$ cat config.mk
export PLATFORM = sky130hd
export DESIGN_NAME = seg_monitor
export DESIGN_NICKNAME = d
export VERILOG_FILES = /design/src/rtl/seg_monitor.sv
export SDC_FILE = /design/constraint.sdc
export NUM_CORES = 1
export LEC_CHECK = 0
export ABC_AREA = 1
export BUFFER_PORTS_ARGS = -buffer_cell sky130_fd_sc_hd__buf_2
export CORE_MARGIN = 1.5
export CORE_UTILIZATION = 60
export DETAILED_ROUTE_END_ITERATION = 10
export PLACE_DENSITY = 0.85
export SYNTH_ARGS = -nofsm -noshare
export SYNTH_HDL_FRONTEND = slang
export SYNTH_SLANG_ARGS = --single-unit
export TNS_END_PERCENT = 5
$ cat constraint.sdc
create_clock -name clk -period 2.75 [get_ports clk]
set_input_delay 0.55 -clock clk [delete_from_list [all_inputs] [get_ports clk]]
set_output_delay 0.55 -clock clk [all_outputs]
set_load 0.01 [all_outputs]
$ cat src/rtl/seg_monitor.sv
// seg_monitor: glitch-filtered 7-segment bus checker that decodes each
// stable pattern to BCD and flags illegal patterns and out-of-order digits.
module seg_monitor #(
    parameter int STABLE_CYCLES = 4,
    parameter int CNT_W         = 16
) (
    input  logic             clk,
    input  logic             rst,
    input  logic [6:0]       seg,
    input  logic             clr,
    output logic [3:0]       digit,
    output logic             digit_valid,
    output logic             new_digit,
    output logic             bad_pattern,
    output logic             seq_err,
    output logic [CNT_W-1:0] accept_cnt,
    output logic [CNT_W-1:0] err_cnt
);

    typedef enum logic [1:0] {IDLE, TRACK, FAULT} state_e;

    localparam logic [3:0]       STAB_MAX = 4'(STABLE_CYCLES);
    localparam logic [CNT_W-1:0] CNT_ONE  = CNT_W'(1);

    state_e           state_q;
    logic [6:0]       seg_q;
    logic [6:0]       last_pat_q;
    logic [3:0]       stab_q;
    logic [3:0]       digit_q;
    logic             valid_q;
    logic             new_q;
    logic             bad_q;
    logic             seq_q;
    logic [CNT_W-1:0] acc_q;
    logic [CNT_W-1:0] err_q;

    logic             commit;
    logic             dec_ok;
    logic [3:0]       dec_val;
    logic [3:0]       expect_d;
    logic             seq_bad;
    logic [CNT_W-1:0] acc_d;
    logic [CNT_W-1:0] err_d;

    always_comb begin
        dec_ok  = 1'b1;
        dec_val = 4'd0;
        unique case (seg_q)
            7'h3F: dec_val = 4'd0;
            7'h06: dec_val = 4'd1;
            7'h5B: dec_val = 4'd2;
            7'h4F: dec_val = 4'd3;
            7'h66: dec_val = 4'd4;
            7'h6D: dec_val = 4'd5;
            7'h7D: dec_val = 4'd6;
            7'h07: dec_val = 4'd7;
            7'h7F: dec_val = 4'd8;
            7'h6F: dec_val = 4'd9;
            default: dec_ok = 1'b0;
        endcase
    end

    // Commit fires once per stable run, on the edge stab reaches the window.
    always_comb begin
        commit   = (seg == seg_q) && (stab_q == STAB_MAX - 4'd1)
                   && (seg_q != last_pat_q);
        expect_d = (digit_q == 4'd9) ? 4'd0 : digit_q + 4'd1;
        seq_bad  = (state_q == TRACK) && (dec_val != expect_d);
        acc_d    = (&acc_q) ? acc_q : acc_q + CNT_ONE;
        err_d    = (&err_q) ? err_q : err_q + CNT_ONE;
    end

    always_ff @(posedge clk or posedge rst) begin
        if (rst) begin
            state_q    <= IDLE;
            seg_q      <= 7'h00;
            last_pat_q <= 7'h00;
            stab_q     <= 4'd0;
            digit_q    <= 4'd0;
            valid_q    <= 1'b0;
            new_q      <= 1'b0;
            bad_q      <= 1'b0;
            seq_q      <= 1'b0;
            acc_q      <= '0;
            err_q      <= '0;
        end else if (clr) begin
            state_q    <= IDLE;
            last_pat_q <= 7'h00;
            stab_q     <= 4'd0;
            digit_q    <= 4'd0;
            valid_q    <= 1'b0;
            new_q      <= 1'b0;
            bad_q      <= 1'b0;
            seq_q      <= 1'b0;
            acc_q      <= '0;
            err_q      <= '0;
        end else begin
            new_q <= 1'b0;
            bad_q <= 1'b0;
            seq_q <= 1'b0;
            if (seg != seg_q) begin
                seg_q  <= seg;
                stab_q <= 4'd1;
            end else if (stab_q != STAB_MAX) begin
                stab_q <= stab_q + 4'd1;
            end
            if (commit) begin
                last_pat_q <= seg_q;
                if (!dec_ok) begin
                    bad_q   <= 1'b1;
                    state_q <= FAULT;
                    valid_q <= 1'b0;
                    err_q   <= err_d;
                end else begin
                    new_q   <= 1'b1;
                    digit_q <= dec_val;
                    state_q <= TRACK;
                    valid_q <= 1'b1;
                    acc_q   <= acc_d;
                    if (seq_bad) begin
                        seq_q <= 1'b1;
                        err_q <= err_d;
                    end
                end
            end
        end
    end

    assign digit       = digit_q;
    assign digit_valid = valid_q;
    assign new_digit   = new_q;
    assign bad_pattern = bad_q;
    assign seq_err     = seq_q;
    assign accept_cnt  = acc_q;
    assign err_cnt     = err_q;

endmodule

# After elaboration in Yosys (flattened, before gate mapping)
# Cells that the tools add are included.
# W data, S select, Z words.
[classes]
mux = 35
bitwise = 1
reduce_logical = 13
eq_ne = 20
addsub = 4
[op_table]
columns = ["cell", "n"]
rows = [
  ["$mux W16", 9],
  ["$eq A7 B7 Y1 const B", 7],
  ["$pmux W4 S9", 1],
  ["$add A16 B1 Y16 const B", 2],
  ["$reduce_and A16 Y1", 2],
  ["$mux W4", 7],
  ["$eq A7 B3 Y1 const B", 2],
  ["$mux W7", 2],
  ["$ne A7 B7 Y1", 2],
  ["$mux W1", 13],
  ["$reduce_or A10 Y1", 1],
  ["$add A4 B1 Y4 const B", 2],
  ["$eq A7 B6 Y1 const B", 1],
  ["$eq A7 B7 Y1", 1],
  ["$mux W2", 3],
  ["$reduce_and A2 Y1", 3],
  ["$eq A4 B2 Y1 const B", 1],
  ["$eq A4 B4 Y1 const B", 1],
  ["$ne A4 B3 Y1 const B", 1],
  ["$ne A4 B4 Y1", 1],
  ["$reduce_bool A2 Y1", 2],
  ["$logic_and A1 B1 Y1", 3],
  ["$ne A3 B2 Y1 const B", 1],
  ["$reduce_and A3 Y1", 1],
  ["4 further kinds", 4],
]
[word_totals]
input_bits = 10
reg_bits = 60
word_cells = 84
output_inout_bits = 40

# Depth between registers and ports, before layout
# Gate-level depths: netlist (run 1).
[depth]
depth_word = 8
depth_mapped = 18

# Worst setup path before layout (run 1)
# OpenSTA, ideal clock, no wires.
[synth_timing]
path_kind = "register to register"
start = "reg err_q[0], in the netlist err_cnt[0]"
end = "reg err_q[6], in the netlist err_cnt[6]"
stages_incl_launch_ff = 12
arrival_ns = 1.710
slack_ns = 0.925
path_buffers = 1
synth_period_minus_slack_ns = 1.825
path_cell_list = "dfrtp_1 ha_1 nand3_1 nor3_2 nand2_1 nor2_1 nand3_1 nand3_2 nand2_4 buf_6 nand3_1 nand2_2"
[synth_via]
elab_chain_len = 6
word_cells_on_any_way = 7
classes_between = "1 x add/sub; 5 x mux; 1 x reduce/logical"
[synth_rtl]
columns = ["item", "line", "text"]
rows = [
  ["from (decl)", "35", "logic [CNT_W-1:0] err_q;"],
  ["from (signal assigned)", "113", "err_q <= err_d;"],
  ["from (signal assigned)", "122", "err_q <= err_d;"],
  ["$add A16 B1 Y16 / $reduce_and A16 Y1 (equally long branches)", "70", "err_d = (&err_q) ? err_q : err_q + CNT_ONE;"],
  ["$mux W16 *", "70", ""],
  ["$mux W16", "120", "if (seq_bad) begin"],
  ["$mux W16 *", "109", "if (!dec_ok) begin"],
  ["$mux W16 *", "107", "if (commit) begin"],
  ["$mux W16 *", "86", "end else if (clr) begin"],
]
# Every way passes the cells marked *; elsewhere a longest branch is shown, timed or not. The select of a mux whose other input is x is not followed.
# A chain may end at the register's enable or synchronous reset.

# Worst setup path after layout (run 1)
[layout_timing]
start = "reg seg_q[3]"
end = "reg seg_q[3]"
[layout_via]
elab_chain_len = 2
[layout_rtl]
columns = ["item", "line", "text"]
rows = [
  ["from (decl)", "26", "logic [6:0] seg_q;"],
  ["from (signal assigned)", "102", "seg_q <= seg;"],
  ["$ne A7 B7 Y1", "101", "if (seg != seg_q) begin"],
  ["$reduce_and A2 Y1 (no source line)", "-", ""],
]
# No other way between the ends.

==> flow_metrics.env, run 1 <==
export IMPL_seq_area_frac_synth_pct=38.7
export IMPL_cp_arrival_ns=2.29
export IMPL_wire_per_inst_um=13.3
export IMPL_grt_pass1_vias=3296
export IMPL_leakage_nw=2.07
export IMPL_start_util_pct=63.3
export IMPL_layout_min_cycle_time_ns=2.12
export IMPL_dr_pass1_iters=4
export IMPL_grt_first_pass_wirelength_um=14400
export IMPL_reg2reg_slack_ns=0.63
export IMPL_h_tree_depth=3
export IMPL_grt_max_degree=35
export IMPL_drt_iter0_drc=207
export IMPL_ir_drop_uv=317
export IMPL_worstReg2RegStart="seg_q[3]"
export IMPL_ys_types=37
export IMPL_power_per_cell_area_mw_per_mm2=450
export IMPL_die_area_mm2=0.00685
export IMPL_synth_top_cell_area_share_pct=38.7
export IMPL_r2r_cells=6
export IMPL_cpMaxStageDelayCell="nor2_1"
export IMPL_timing_max_cap_violations=0
export IMPL_layout_cells_non_filler=642
export IMPL_nets=577
export IMPL_die_width_um=82.8
export IMPL_yosysWarnings=0
export IMPL_synthCells=513
export IMPL_wirelength_um=8540
export IMPL_grt_util_met1_pct=34.8
export IMPL_clk_pin_slew_ns=0.07
export IMPL_cts_root_buf="clkbuf_8"
export IMPL_path_depth=6
export IMPL_cts_hold_buf=0
export IMPL_io_pins=50
export IMPL_vias=3516
export IMPL_antenna_found_initial=0
export IMPL_grt_usage_pct=27.4
export IMPL_busiest_layer="met2"
export IMPL_final_util_pct=70.9
export IMPL_diodes=0
export IMPL_yosys_area_top_type="dfrtp_1"
export IMPL_die_y_um=82.8
export IMPL_netlist_top_cells_area="dfrtp_1, nand2_1, nand3_1, inv_1, nor2_1"
export IMPL_clk_insertion_delay_late_ns=0.34
export IMPL_cpPeakStageDelay_ns=0.61
export IMPL_numCtsBuffers=9
export IMPL_ys_ff_latch=59
export IMPL_synth_area_per_cell_um2=7.44
export IMPL_synthToLayoutAreaGrowth_pct=11.9
export IMPL_drc=0
export IMPL_rsz0062_at_grt="false"
export IMPL_dp_hpwl_um=6090
export IMPL_globalRouteMet3Util_pct=4.29
export IMPL_tightest_slew_ns=0.788
export IMPL_min_path_type="input port to asynchronous set/reset pin"
export IMPL_finalCritPeriodShare_pct=77.0
export IMPL_finClkSkew_ns=0.0128
export IMPL_gr_total_overflow=0
export IMPL_crit_chain="inv_2 > or2_2 > nand4_1 > nor3_4 > nor2_1 > o21ai_0"
export IMPL_critical_path_class="register to register"
export IMPL_gr_usage_met2_pct=46.3
export IMPL_status="completed"
export IMPL_fillerInstances=499
export IMPL_layout_drive_gt1_share_pct=23.3
export IMPL_cp_end_kind="register"
export IMPL_cts_sinks=59
export IMPL_crit_path_start="seg_q[3]"
export IMPL_crit_path_end="seg_q[3]"
export IMPL_multi_input_area_mm2=0.00202
export IMPL_cts_setup_buffers=0
export IMPL_regArea_mm2=0.00148
export IMPL_vias_per_cell=5.48
export IMPL_max_slew_margin_rel_pct=47.3
export IMPL_netlist_area_mm2=0.00382
export IMPL_setup_viol=0
export IMPL_cp_start_kind="register"
export IMPL_dp_cells=627
export IMPL_tns_ns=0
export IMPL_ctsResizeCount=0
export IMPL_coreArea_mm2=0.00603
export IMPL_syn_num_nets=527
export IMPL_clockBufferDepth=2
export IMPL_port_buffer_count=49
export IMPL_antenna_left=0
export IMPL_gp_congestion=0.939
export IMPL_fmax_mhz=472
export IMPL_hold_violations=0
export IMPL_critical_path_max_fanout=14
export IMPL_path_buf_inv=1
export IMPL_cpLargestDelayFamily="simple AND/OR/NAND/NOR gates"
export IMPL_cts_tree="built"
export IMPL_num_rows=28
export IMPL_cp_required_ns=2.92
export IMPL_drv_slew=0
export IMPL_rr_endpoint="seg_q[3]"
-- cells in the final DEF, fill, tap and decap left out --
cell,n
nor3_1,15
nor3_4,1
inv_1,48
clkinv_2,2
xor2_1,9
buf_4,3
o21ai_2,1
nor3b_1,1
clkbuf_1,1
xnor2_1,11
nand3b_1,1
nand3_1,52
nor4_1,2
nand3_2,5
ha_1,4
or2_2,10
dfrtp_1,59
o21bai_1,1
o31ai_1,1
nand2_8,2
nand2_4,7
nor2_2,7
a21oi_1,10
a211oi_1,1
buf_12,1
nand2_2,21
o22ai_1,2
nand2_1,118
nor2_1,49
clkbuf_8,12
nand4_1,8
o21ai_0,24
nor3_2,1
clkinv_1,1
inv_2,8
buf_2,49
nor2_4,2
o21ai_1,17
-- through the flow --
step                      power (W)  hold slack, ns  area [um^2]  setup slack [ns]
final                       0.00192           0.259         4270             0.632
after global routing        0.00200           0.320         4270             0.491
after CTS                   0.00193           0.278         4270             0.643
after detailed placement    0.00120           0.501         4090             0.603
after global placement      0.00119           0.495         4090             0.713
after floorplan             0.00114           0.480         3820             0.744
-- metal layers --
| layer | wire length, um | part of all wire [%] | vias to the layer above |
|---|---|---|---|
| li1 | - | - | 1751 |
| met1 | 3830 | 45 | 1639 |
| met2 | 4110 | 48 | 113 |
| met3 | 490 | 5.7 | 13 |
| met4 | 108 | 1.3 | 0 |
| met5 | 0 | 0 | - |
-- power breakdown --
part	leakage [nW]	internal, W	switching, W
clock	0.0953	0.000393	0.000340
combinational	1.17	0.0000852	0.000158
sequential	0.805	0.000895	0.0000497
total	2.07	0.00137	0.000548
-- final cells by class --
cell class                 count  area share, %
clock inverter                 2          0.234
inverter                      57           5.01
timing repair buffer          53           6.74
sequential                    59           34.6
tap                           75           2.20
multi-input combinational    383           47.3
clock buffer                  13           3.96
-- how the worst min path moves through the flow --
stage	start	endpoint	slack (ns)	depth (start not counted)
final	rst	state_q[1]	0.26	2
after global routing	rst	state_q[1]	0.32	2
after CTS	rst	state_q[1]	0.28	2
after detailed placement	state_q[1]	state_q[1]	0.50	2
after global placement	state_q[1]	state_q[1]	0.49	2
after floorplan	state_q[1]	state_q[1]	0.48	2
-- sequential cells by signal, summed over array words and instances, names as in the netlist --
register	count
accept_cnt	16
bad_pattern	1
digit	4
err_cnt	16
last_pat_q	7
new_digit	1
seg_q	7
seq_err	1
stab_q	4
state_q	2
-- logic make-up after synthesis --
| family | synth area share [%] |
|---|---|
| AO/OA/AOI/OAI | 7.84 |
| XOR/XNOR | 4.59 |
| buffers and inverters | 8.39 |
| adder cells (fa/ha/maj) | 1.31 |
| flip-flops | 38.7 |
| AND/OR/NAND/NOR | 39.2 |
-- synth_stat cells, drive strengths merged --
cell type  count
inv           56
nand2        148
nor2          58
nand4          8
o21bai         1
nor4           2
a211oi         1
ha             4
nand3         57
o22ai          2
xor2           9
xnor2         11
nand3b         1
clkinv         1
buf           10
dfrtp         59
o21ai         42
o31ai          1
nor3          17
or2           10
nor3b          1
a21oi         10
clkbuf         4
No activity file was read; power rests on OpenSTA's default activity.
==> run 2: changes to the inputs <==
CORE_UTILIZATION = 58   (was 60)
PLACE_DENSITY = 0.83   (was 0.85)
clock period = 2.1 ns   (was 2.75 ns; I/O delays follow)
==> run 2 against run 1 <==
Net effect: register-to-register slack got worse by 0.49 ns; power rose by 31%; first-iteration DRC count rose by 6.3%; sequential share of layout area fell by 0.41 points; maximum frequency rose by 8.3%.
==> flow_metrics.env, run 2 (synthesis results as in run 1) <==
export IMPL_cp_arrival_ns=2.24
export IMPL_finalCritPeriodShare_pct=93.2
export IMPL_cp_start_kind="register"
export IMPL_grt_pass1_vias=3379
export IMPL_grt_usage_pct=25.2
export IMPL_final_cell_mix="nand2_1, dfrtp_1, nand3_1"
export IMPL_io_pins=50
export IMPL_clk_insertion_delay_late_ns=0.35
export IMPL_timing_max_cap_violations=0
export IMPL_antenna_left=0
export IMPL_die_y_um=84.1
export IMPL_drc=0
export IMPL_synthToLayoutAreaGrowth_pct=13.5
export IMPL_dp_hpwl_um=5880
export IMPL_gp_congestion=0.868
export IMPL_vias=3497
export IMPL_ir_drop_uv=401
export IMPL_r2r_cells=11
export IMPL_regArea_mm2=0.00148
export IMPL_multi_input_area_mm2=0.00205
export IMPL_gr_total_overflow=0
export IMPL_critical_path_class="register to register"
export IMPL_holdWs_ns=0.0889
export IMPL_nets=580
export IMPL_max_slew_margin_rel_pct=66.9
export IMPL_worstReg2RegStart="err_cnt[1]"
export IMPL_cp_required_ns=2.38
export IMPL_finClkSkew_ns=0.0118
export IMPL_critical_path_max_fanout=17
export IMPL_setup_viol=0
export IMPL_crit_path_start="err_cnt[1]"
export IMPL_numCtsBuffers=9
export IMPL_dr_pass1_iters=4
export IMPL_grt_max_degree=33
export IMPL_layout_drive_gt1_share_pct=25.1
export IMPL_drt_iter0_drc=220
export IMPL_wirelength_um=8180
export IMPL_num_rows=29
export IMPL_cp_end_kind="register"
export IMPL_leakage_nw=2.08
export IMPL_cts_tree="built"
export IMPL_status="completed"
export IMPL_vias_per_cell=5.40
export IMPL_final_common_cell="nand2_1"
export IMPL_hold_violations=0
export IMPL_wire_per_inst_um=12.6
export IMPL_power_per_cell_area_mw_per_mm2=583
export IMPL_cts_setup_buffers=0
export IMPL_dp_cells=632
export IMPL_cts_root_buf="clkbuf_8"
export IMPL_die_width_um=84.1
export IMPL_fillerInstances=534
export IMPL_clk_pin_slew_ns=0.07
export IMPL_diodes=0
export IMPL_start_util_pct=60.1
export IMPL_layout_cells_non_filler=647
export IMPL_antenna_found_initial=0
export IMPL_port_buffer_count=49
export IMPL_die_area_mm2=0.00708
export IMPL_grt_first_pass_wirelength_um=14500
export IMPL_min_path_type="input port to asynchronous set/reset pin"
export IMPL_fmax_mhz=511
export IMPL_h_tree_depth=3
export IMPL_clockBufferDepth=2
export IMPL_coreArea_mm2=0.00635
export IMPL_rsz0062_at_grt="true"
export IMPL_tightest_slew_ns=0.492
export IMPL_cts_sinks=59
export IMPL_drv_slew=0
export IMPL_layout_min_cycle_time_ns=1.96
export IMPL_cts_hold_buf=0
[run 2: worst paths after layout]
kind / to / slack [ns]
worst max register to register: err_cnt[12] / 0.14
worst min-delay path: err_cnt[7] / 0.09
worst max-delay path: err_cnt[12] / 0.14
max in group asynchronous: seg_q[6] / 1.43
min in group clk: seg_q[4] / 0.31
worst min register to register: last_pat_q[6] / 0.54
[run 2: stage by stage]
stage	TNS, ns	cell area [um^2]	worst slack, ns	total power (W)	util [%]
after floorplan	0	3820	0.224	0.00150	-
after global placement	0	4120	0.113	0.00156	64.8
after detailed placement	0	4120	0.0681	0.00158	64.8
after CTS	0	4300	0.0473	0.00253	67.6
after global routing	-0.0764	4330	-0.0378	0.00263	68.2
final	0	4330	0.144	0.00253	68.2
[run 2: report_power, final]
group	leakage (nW)	switching (W)	total [W]	internal [W]
registers	0.801	0.0000643	0.00124	0.00117
logic	1.18	0.000211	0.000329	0.000118
clock network	0.0953	0.000443	0.000958	0.000515
[run 2: worst max-delay path: stages, from the launching register on]
cell,delay [ns]
dfrtp_1,0.43
ha_2,0.23
nand3_1,0.14
nor3_2,0.16
nand2_1,0.13
nor2_1,0.14
nand3_1,0.11
nand3_2,0.14
nand2_8,0.12
nand2_8,0.16
nand2_1,0.08
nand2_1,0.06
[run 2: metal layers]
layer	vias to the layer above	wire, um	track usage [%]
met5	-	0	0
met4	0	176	11.3
met3	19	367	4.35
met2	100	3920	41.5
met1	1623	3710	32.7
li1	1755	-	-
[run 2: area by class of cell]
type                    count  share of cell area [%]
clock inverters             2                   0.231
inverters                  57                    4.94
repair buffers             56                    7.16
multi-input cells         383                    47.4
flip-flops and latches     59                    34.2
clock buffers              13                    3.90
well taps                  77                    2.22
[run 2: what timing repair did]
| action | CTS | global route |
|---|---|---|
| resized for setup | 0 | 10 |
| endpoints found under the setup margin | 0 | 43 |
| hold endpoints to repair | 0 | 0 |
==> run 3: changes to the inputs <==
CORE_UTILIZATION = 53   (was 58)
PLACE_DENSITY = 0.8   (was 0.83)
clock period = 1.6 ns   (was 2.1 ns; I/O delays follow)
==> run 3 against run 2 <==
Net effect: critical path depth is 1 higher; count of clock-buffer cells in the layout fell by 2; cell count up 19%; highest routed layer unchanged; combinational power increased by 140%; the flow now finishes with violations (negative setup slack); largest power group unchanged; routed wire length is 67% higher; non-clock buffer count grew 104; register-to-register slack worse by 0.64 ns.
==> flow_metrics.env, run 3 (synthesis results as in run 1) <==
export IMPL_dp_hpwl_um=7070
export IMPL_final_common_cell="nand2_1"
export IMPL_nets=685
export IMPL_layout_drive_gt1_share_pct=46.4
export IMPL_globalRouteMet3Util_pct=4.90
export IMPL_violations="negative setup slack"
export IMPL_io_pins=50
export IMPL_status="complete, but fails checks"
export IMPL_synthToLayoutAreaGrowth_pct=45.7
export IMPL_path_common_cell="nand2_4"
export IMPL_max_slew_margin_rel_pct=67.2
export IMPL_critical_path_max_fanout=19
export IMPL_cp_end_kind="register"
export IMPL_drv_slew=0
export IMPL_power_per_cell_area_mw_per_mm2=689
export IMPL_critical_path_class="register to register"
export IMPL_diodes=0
export IMPL_cts_root_buf="clkbuf_8"
export IMPL_vias_per_cell=5.78
export IMPL_cp_arrival_ns=2.37
export IMPL_cts_tree="built"
export IMPL_r2r_cells=12
export IMPL_grt_max_degree=48
export IMPL_crit_chain="buf_12 > buf_4 > xnor2_2 > nand4_1 > nor3_2 > nor2_2 > nand2_4 > nand2_4 > nand2_4 > buf_12 > nand2_1 > o21ai_1"
export IMPL_reg2reg_slack_ns=-0.50
export IMPL_antenna_left=0
export IMPL_grt_util_met1_pct=39.5
export IMPL_h_tree_depth=3
export IMPL_gr_usage_met2_pct=50.5
export IMPL_cpLargestDelayFamily="simple AND/OR/NAND/NOR gates"
export IMPL_leakage_nw=2.71
export IMPL_die_width_um=87.9
export IMPL_die_y_um=87.9
export IMPL_fmax_mhz=477
export IMPL_dp_slack_ns=-0.262
export IMPL_gp_congestion=0.917
export IMPL_cpMaxStageDelayCell="dfrtp_2"
export IMPL_antenna_found_initial=0
export IMPL_cts_sinks=59
export IMPL_cpPeakStageDelay_ns=0.46
export IMPL_die_area_mm2=0.00772
export IMPL_layout_min_cycle_time_ns=2.10
export IMPL_ir_drop_uv=483
export IMPL_rsz0062_at_grt="true"
export IMPL_grt_first_pass_wirelength_um=18100
export IMPL_drt_iter0_drc=419
export IMPL_clockBufferDepth=2
export IMPL_port_buffer_count=49
export IMPL_drc=0
export IMPL_rr_endpoint="accept_cnt[1]"
export IMPL_cp_start_kind="register"
export IMPL_clk_insertion_delay_late_ns=0.36
export IMPL_min_path_type="input port to register"
export IMPL_vias=4460
export IMPL_wire_per_inst_um=17.7
export IMPL_numCtsBuffers=9
export IMPL_setup_viol=58
export IMPL_finalCritPeriodShare_pct=131
export IMPL_gr_total_overflow=0
export IMPL_tightest_slew_ns=0.491
export IMPL_min_to="seg_q[4]"
export IMPL_clk_pin_slew_ns=0.08
export IMPL_hold_path_depth=3
export IMPL_tns_ns=-21.83
export IMPL_fin_ws_ns=-0.498
export IMPL_start_util_pct=55.6
export IMPL_coreArea_mm2=0.00687
export IMPL_wirelength_um=13700
export IMPL_path_buf_inv=3
export IMPL_min_from="seg[4]"
export IMPL_hold_violations=0
export IMPL_cp_required_ns=1.88
export IMPL_path_depth=12
export IMPL_grt_usage_pct=30.1
export IMPL_dr_pass1_iters=5
export IMPL_final_cell_mix="nand2_1, buf_4, dfrtp_1"
export IMPL_finClkSkew_ns=0.0162
export IMPL_timing_max_cap_violations=0
export IMPL_busiest_layer="met2"
export IMPL_worstReg2RegStart="seg_q[0]"
export IMPL_grt_pass1_vias=3907
export IMPL_num_rows=30
[run 3: cell types whose count changed in the layout (fill, tap and decap cells not counted), sizes merged]
cell,delta
buf,+102
dlygate4sd3,+1
inv,-1
bufinv,+1
clkinvlp,+2
clkbuf,-1
nand2,+1
clkinv,+1
[run 3: repair_timing]
item | in CTS | in global routing
hold buffers | 1 | 0
gates cloned | 0 | 2
pin swaps | 38 | 30
setup endpoints to repair | 58 | 59
buffers inserted | 9 | 9
endpoints found under the hold margin | 12 | 0
resized for setup | 45 | 54
[run 3: metrics by stage]
step	area [um^2]	util, %	power, W	std cells	hold WS, ns
after global routing	5560	80.9	0.00395	772	0.237
after floorplan	3830	-	0.00197	513	0.420
after global placement	4820	70.2	0.00221	735	0.300
final	5560	80.9	0.00383	772	0.205
after detailed placement	4820	70.2	0.00222	735	0.312
after CTS	5260	76.5	0.00364	761	0.204
[run 3: where the power goes]
group	leakage (nW)	internal [W]	switching, W	total, W
combinational	1.82	0.000343	0.000443	0.000786
sequential	0.796	0.00154	0.0000673	0.00161
clock	0.0991	0.000755	0.000683	0.00144
total	2.71	0.00264	0.00119	0.00383
[run 3: layer usage]
metal	wire length (um)	share of wire (%)
met3	1030	7.5
met2	6800	50
met4	694	5.1
met1	5130	38
met5	0	0
[run 3: worst max path at each step]
| stage | startpoint | to | slack (ns) |
|---|---|---|---|
| after global routing | seg_q[0] | accept_cnt[1] | -0.57 |
| after CTS | err_cnt[1] | err_cnt[0] | -0.24 |
| after floorplan | err_cnt[1] | err_cnt[6] | -0.19 |
| after global placement | seg_q[3] | seg_q[6] | -0.19 |
| final | seg_q[0] | accept_cnt[1] | -0.50 |
| after detailed placement | seg_q[3] | seg_q[0] | -0.26 |
[run 3: cell type report]
| class | count | area [um^2] |
|---|---|---|
| multi-input combinational | 384 | 2350 |
| sequential | 59 | 1490 |
| fill | 394 | 1310 |
| timing repair buffer | 160 | 1190 |
| inverter | 57 | 225 |
| clock buffer | 11 | 141 |
| tap | 96 | 120 |
| clock inverter | 5 | 52.6 |
[run 3: tightest hold or removal path, delay by kind of cell]
family,cells,cell delay [ns]
AO/OA/AOI/OAI,1,0.06
buffers and inverters,1,0.10
AND/OR/NAND/NOR,1,0.05
